File: src/rtl/apsk_cordic_pkg.sv
// Shared constants and types for the iterative CORDIC rotator.
package apsk_cordic_pkg;
  localparam int WL = 18;

  localparam logic [17:0] PI_HALF = 18'h00648;

  localparam logic [17:0] ATAN_TABLE [0:9] = '{
    18'h00324, 18'h001DA, 18'h000FA, 18'h0007F, 18'h0003F,
    18'h0001F, 18'h0000F, 18'h00008, 18'h00004, 18'h00002
  };

  typedef enum logic [1:0] {IDLE, ROT, DONE} state_t;
endpackage

File: src/rtl/cordic_microrot.sv
// One combinational CORDIC micro-rotation step.
module cordic_microrot #(
  parameter int WL = 18
) (
  input  logic signed [WL-1:0] x,
  input  logic signed [WL-1:0] y,
  input  logic signed [WL-1:0] z,
  input  logic        [3:0]    shift,
  input  logic signed [WL-1:0] atan,
  output logic signed [WL-1:0] x_nxt,
  output logic signed [WL-1:0] y_nxt,
  output logic signed [WL-1:0] z_nxt
);
  logic signed [WL-1:0] xs;
  logic signed [WL-1:0] ys;

  assign xs = x >>> shift;
  assign ys = y >>> shift;

  always_comb begin
    x_nxt = x;
    y_nxt = y;
    z_nxt = z;
    unique case (1'b1)
      !z[WL-1]: begin
        x_nxt = x - ys;
        y_nxt = y + xs;
        z_nxt = z - atan;
      end
      z[WL-1]: begin
        x_nxt = x + ys;
        y_nxt = y - xs;
        z_nxt = z + atan;
      end
    endcase
  end
endmodule

File: src/rtl/cordic_rotation_iter.sv
// Iterative rotation-mode CORDIC, polar to Cartesian, one step per clock.
// Define CORDIC_GAIN_COMP_EN to pre-scale the radius by ~1/1.6468.
module cordic_rotation_iter
  import apsk_cordic_pkg::*;
#(
  parameter int WL   = apsk_cordic_pkg::WL,
  parameter int ITER = 7
) (
  input  logic          clk,
  input  logic          rst_n,
  input  logic          en,
  input  logic [WL-1:0] r_i,
  input  logic [WL-1:0] theta_i,
  output logic          ready,
  output logic          valid,
  output logic [WL-1:0] x_o,
  output logic [WL-1:0] y_o
);
  localparam logic signed [WL-1:0] PH = WL'(PI_HALF);
  localparam logic [3:0] LAST = 4'(ITER - 1);

  state_t state;
  logic [3:0] cnt;
  logic signed [WL-1:0] x, y, z;
  logic signed [WL-1:0] x_nxt, y_nxt, z_nxt;
  logic signed [WL-1:0] atan;
  logic signed [WL-1:0] r_s, th;
  logic signed [WL-1:0] x_ld, y_ld, z_ld;

  assign th = $signed(theta_i);

`ifdef CORDIC_GAIN_COMP_EN
  always_comb begin
    r_s = ($signed(r_i) >>> 1) + ($signed(r_i) >>> 3)
        - ($signed(r_i) >>> 6) - ($signed(r_i) >>> 9);
  end
`else
  assign r_s = $signed(r_i);
`endif

  // Fold the angle into [-pi/2, pi/2] so the iterations converge.
  always_comb begin
    x_ld = r_s;
    y_ld = '0;
    z_ld = th;
    unique case (1'b1)
      th > PH: begin
        x_ld = '0;
        y_ld = r_s;
        z_ld = th - PH;
      end
      th < -PH: begin
        x_ld = '0;
        y_ld = -r_s;
        z_ld = th + PH;
      end
      default: ;
    endcase
  end

  assign atan = (cnt < 4'd10) ? WL'(ATAN_TABLE[cnt]) : '0;

  cordic_microrot #(.WL(WL)) u_rot (
    .x     (x),
    .y     (y),
    .z     (z),
    .shift (cnt),
    .atan  (atan),
    .x_nxt (x_nxt),
    .y_nxt (y_nxt),
    .z_nxt (z_nxt)
  );

  always_ff @(posedge clk or negedge rst_n) begin
    if (!rst_n) begin
      state <= IDLE;
      ready <= 1'b1;
      valid <= 1'b0;
      x_o   <= '0;
      y_o   <= '0;
      cnt   <= '0;
      x     <= '0;
      y     <= '0;
      z     <= '0;
    end else begin
      valid <= 1'b0;
      unique case (state)
        IDLE: begin
          if (en) begin
            x     <= x_ld;
            y     <= y_ld;
            z     <= z_ld;
            cnt   <= '0;
            ready <= 1'b0;
            state <= ROT;
          end
        end
        ROT: begin
          x   <= x_nxt;
          y   <= y_nxt;
          z   <= z_nxt;
          cnt <= cnt + 4'd1;
          if (cnt == LAST) state <= DONE;
        end
        DONE: begin
          x_o   <= x;
          y_o   <= y;
          valid <= 1'b1;
          ready <= 1'b1;
          state <= IDLE;
        end
        default: state <= IDLE;
      endcase
    end
  end
endmodule
File: config.mk
export PLATFORM = sky130hd
export DESIGN_NAME = cordic_rotation_iter
export DESIGN_NICKNAME = d
export VERILOG_FILES = /design/src/rtl/apsk_cordic_pkg.sv /design/src/rtl/cordic_microrot.sv /design/src/rtl/cordic_rotation_iter.sv
export SDC_FILE = /design/constraint.sdc
export NUM_CORES = 1
export LEC_CHECK = 0
export BUFFER_PORTS_ARGS = -buffer_cell sky130_fd_sc_hd__buf_2
export CORE_MARGIN = 1
export CORE_UTILIZATION = 40
export DETAILED_ROUTE_END_ITERATION = 6
export GPL_ROUTABILITY_DRIVEN = 1
export PLACE_DENSITY_LB_ADDON = 0.25
export SYNTH_ARGS = -nofsm -noshare
export SYNTH_HDL_FRONTEND = slang
export SYNTH_HIERARCHICAL = 1
export SYNTH_SLANG_ARGS = --single-unit
File: constraint.sdc
create_clock -name clk -period 5.4 [get_ports clk]
set_input_delay 1.08 -clock clk [delete_from_list [all_inputs] [get_ports clk]]
set_output_delay 1.08 -clock clk [all_outputs]
set_load 0.02 [all_outputs]
==> flow_summary.toml <==
[hold_path]
whs_path_depth = 2
hp-start = "z[0]"
min_delay_worst_endpoint = "z[0]"
hold_path_class = "reg2reg"

[floorplan]
dieArea_um2 = 26800
number_of_top_level_pins = 77
die_h_um = 164
die_w_um = 164
rows = 58
design.core.area_um2 = 25400
start_util_pct = 41.2

[critical_path]
worstPathMaxFanout = 17
ff2ff_path_depth = 20
path_depth = 20
kind_of_end_point_of_the_critical_path = "flop"
critical_path_class = "reg2reg"
r2r_slack_ps = 350
cp_data_required_time_ps = 5660
crit_family = "compound AO/OA/AOI/OAI gates"
cp_data_arrival_time_ps = 5300
reg2reg_to = "x[16]"
timing.critical_path.cells = "buf_4, buf_4, mux4_2, mux2i_1, nand2_1, o21ai_0, ha_1, nor2_1, xor2_1, ha_1, a21o_1, a21oi_1, o21ai_0, nand2_1, o211a_1, o311ai_0, a21oi_1, xnor2_1, a22o_1, a21o_1"
critical_path.startpoint_type = "flop"
critical_path.reg2reg.startpoint = "cnt[1]"
critical_path.slowest_cell = "sky130_fd_sc_hd__dfrtp_4"
worst-path-buf-inv = 2
cp_slowest_stage_delay_ps = 570

[finish]
seq_area_um2 = 2460
drive_gt1_share_pct = 19.1
multi_input_area_um2 = 7610
antennaDiodeCount = 0
fillCellCount = 2506
syn2layout_area_growth_pct = 10.6
final_net_count = 1367

[clocking]
clockRootBuffer = "sky130_fd_sc_hd__clkbuf_16"
total_clock_buffers_created_by_cts = 9
post-cts-setup-buffers = 0
worstSkewPairLatency_ps = 360
clkSinkCount = 98
clkTransAtPathRegs_ps = 80
post_cts_hold_buffer_count = 0
tritoncts = "yes"
ctsLongestPathBuffers = 2
clock_tree.htree_level_count = 3

[sta]
post-route-min-period_ps = 5050
grt_setup_unrepaired = "no"
slew-limit-headroom_pct = 25.7
final_min_period_over_clock_period_pct = 93.5
setup_viol = 0
achievable-frequency_ghz = 0.198
worstMarginPinSlew_ps = 1110
hold_viol = 0
fin_worst_skew_ps = 11.5
final_max_slew_viol_count = 0
finalSetupTns_ps = 0

[synth]
avgSynthCellArea_um2 = 8.76
yosysSeqAreaShare_pct = 23.5
synthFlopType = "sky130_fd_sc_hd__dfrtp_1"
synthesis.area_um2 = 10500
yosys_register_bits = 98
count_of_flip_flops_with_a_built_in_enable_after_synthesis = 0
postSynth.asyncResetShare_pct = 100
synth.top_cells.by_count = "sky130_fd_sc_hd__dfrtp_1 (97), sky130_fd_sc_hd__o21ai_0 (91), sky130_fd_sc_hd__a21oi_1 (88), sky130_fd_sc_hd__nor2_1 (77), sky130_fd_sc_hd__nand2_1 (75)"
yosys_warnings = 6
synthDistinctLibCells = 91
postSynthCellCount = 1193
post-synth-top-area-fraction_pct = 23.2
synth.largest_area_cell = "sky130_fd_sc_hd__dfrtp_1"
most_area_consuming_cells_after_synthesis = "sky130_fd_sc_hd__dfrtp_1 (23%), sky130_fd_sc_hd__ha_1 (7.4%), sky130_fd_sc_hd__xnor2_1 (5.4%)"
yosysMostFrequentCell = "sky130_fd_sc_hd__dfrtp_1"

[detailed_routing]
avgViaCountPerCell = 6.01
dr.pass1.iters = 5
final_antenna_net_count = 0
detail_route.wl_per_cell_um = 19.9
postRouteWirelength_um = 31900
num_vias = 9596
detailedRoute.firstIterationViolations = 809
drc_errors = 0

[global_routing]
grt_pass1_wl_um = 50500
antenna_violations_before_repair = 0
gr-usage-all-layers_pct = 24.4
grt_overflow_total = 0
maximum_number_of_pins_on_one_net_before_global_route_repair = 54
number_of_global_route_vias_before_repair = 8881

[run_status]
status = "complete, no violations"

[run]
max-cap-violations = 0

[placed_design]
place.gp.congestion = 0.965
hpwl_um = 24100
place.port_buffers = 76
flip-flops by register name, summed over array words and instances, names as in the netlist:
signal	cells
y_o	18
x_o	18
y	18
valid	1
state	2
x	18
cnt	4
z	18
ready	1
worst register-to-register path: cells and delay by family (launching register included):
family	cells	cell delay (ps)
AO/OA/AOI/OAI	9	1810
multiplexers	2	860
adder cells (fa/ha/maj)	2	630
flip-flops	1	570
buffers and inverters	2	500
XOR/XNOR	2	310
AND/OR/NAND/NOR	3	290
cell usage in the layout, fill, tap and decap left out, types with 11 or more instances in the layout:
cell                       count
sky130_fd_sc_hd__nor3_1       41
sky130_fd_sc_hd__xnor2_1      64
sky130_fd_sc_hd__buf_2        75
sky130_fd_sc_hd__and3_1       12
sky130_fd_sc_hd__ha_1         62
sky130_fd_sc_hd__or2_2        11
sky130_fd_sc_hd__mux2i_1      17
sky130_fd_sc_hd__nand3_1      21
sky130_fd_sc_hd__conb_1       21
sky130_fd_sc_hd__inv_1        44
sky130_fd_sc_hd__a22o_1       17
sky130_fd_sc_hd__a211oi_1     13
sky130_fd_sc_hd__a22oi_1      11
sky130_fd_sc_hd__a21o_1       23
sky130_fd_sc_hd__nand2_1      75
sky130_fd_sc_hd__mux2_2       45
sky130_fd_sc_hd__or3_1        34
sky130_fd_sc_hd__o21ai_0      91
sky130_fd_sc_hd__and2_1       12
sky130_fd_sc_hd__nand2b_1     11
sky130_fd_sc_hd__xor2_1       44
sky130_fd_sc_hd__buf_4        24
sky130_fd_sc_hd__nor2_1       75
sky130_fd_sc_hd__a21oi_1      88
sky130_fd_sc_hd__a31oi_1      34
sky130_fd_sc_hd__mux4_2       24
sky130_fd_sc_hd__dfrtp_1      94
worst max path at each step:
stage,startpoint,end,slack (ps)
detailed placement,cnt[3],y[17],360
CTS,cnt[3],y[17],330
floorplan,cnt[1],y[17],450
global placement,cnt[3],y[17],430
global route,cnt[1],x[17],10
finish,cnt[1],x[16],350
layout make-up:
cell class | instances | area share (%)
Tap cell | 330 | 3.57
Timing Repair Buffer | 100 | 4.98
Clock buffer | 10 | 2.07
Sequential cell | 98 | 21.3
Multi-Input combinational cell | 1007 | 65.8
Clock inverter | 6 | 0.725
Inverter | 47 | 1.57
routing by layer:
layer  wire, µm  GRT usage (%)  part of all wire (%)
met1      15600           37.1                    49
met5          0              0                     0
met4        798           6.65                   2.5
met2      12900           34.5                    41
met3       2570           4.80                   8.1
logic make-up after synthesis:
kind of cell	synth area share, %
other	0.0359
AOI/OAI and AO/OA	22.0
buffers and inverters	4.67
DFF	23.5
and+or+nand+nor	18.4
adders and majority gates	8.00
muxes	14.2
xor gates and xnor gates	9.26
metrics by stage:
step                      util (%)  instances  hold WS, ps  area [µm²]  setup slack (ps)
after floorplan                  -       1213          453       10500               453
after global placement        44.2       1582          474       11200               430
after detailed placement      44.2       1582          473       11200               360
after CTS                     45.5       1598          493       11600               332
after global routing          45.5       1598          523       11600              12.3
final                         45.5       1598          493       11600               352
what timing repair did:
action,CTS,global route
gates resized for setup,0,3
endpoints found under the hold margin,0,0
endpoints found under the setup margin,0,2
Power is not shown: default switching activity piles up to over one toggle a cycle in this logic, so the estimate is an artifact.
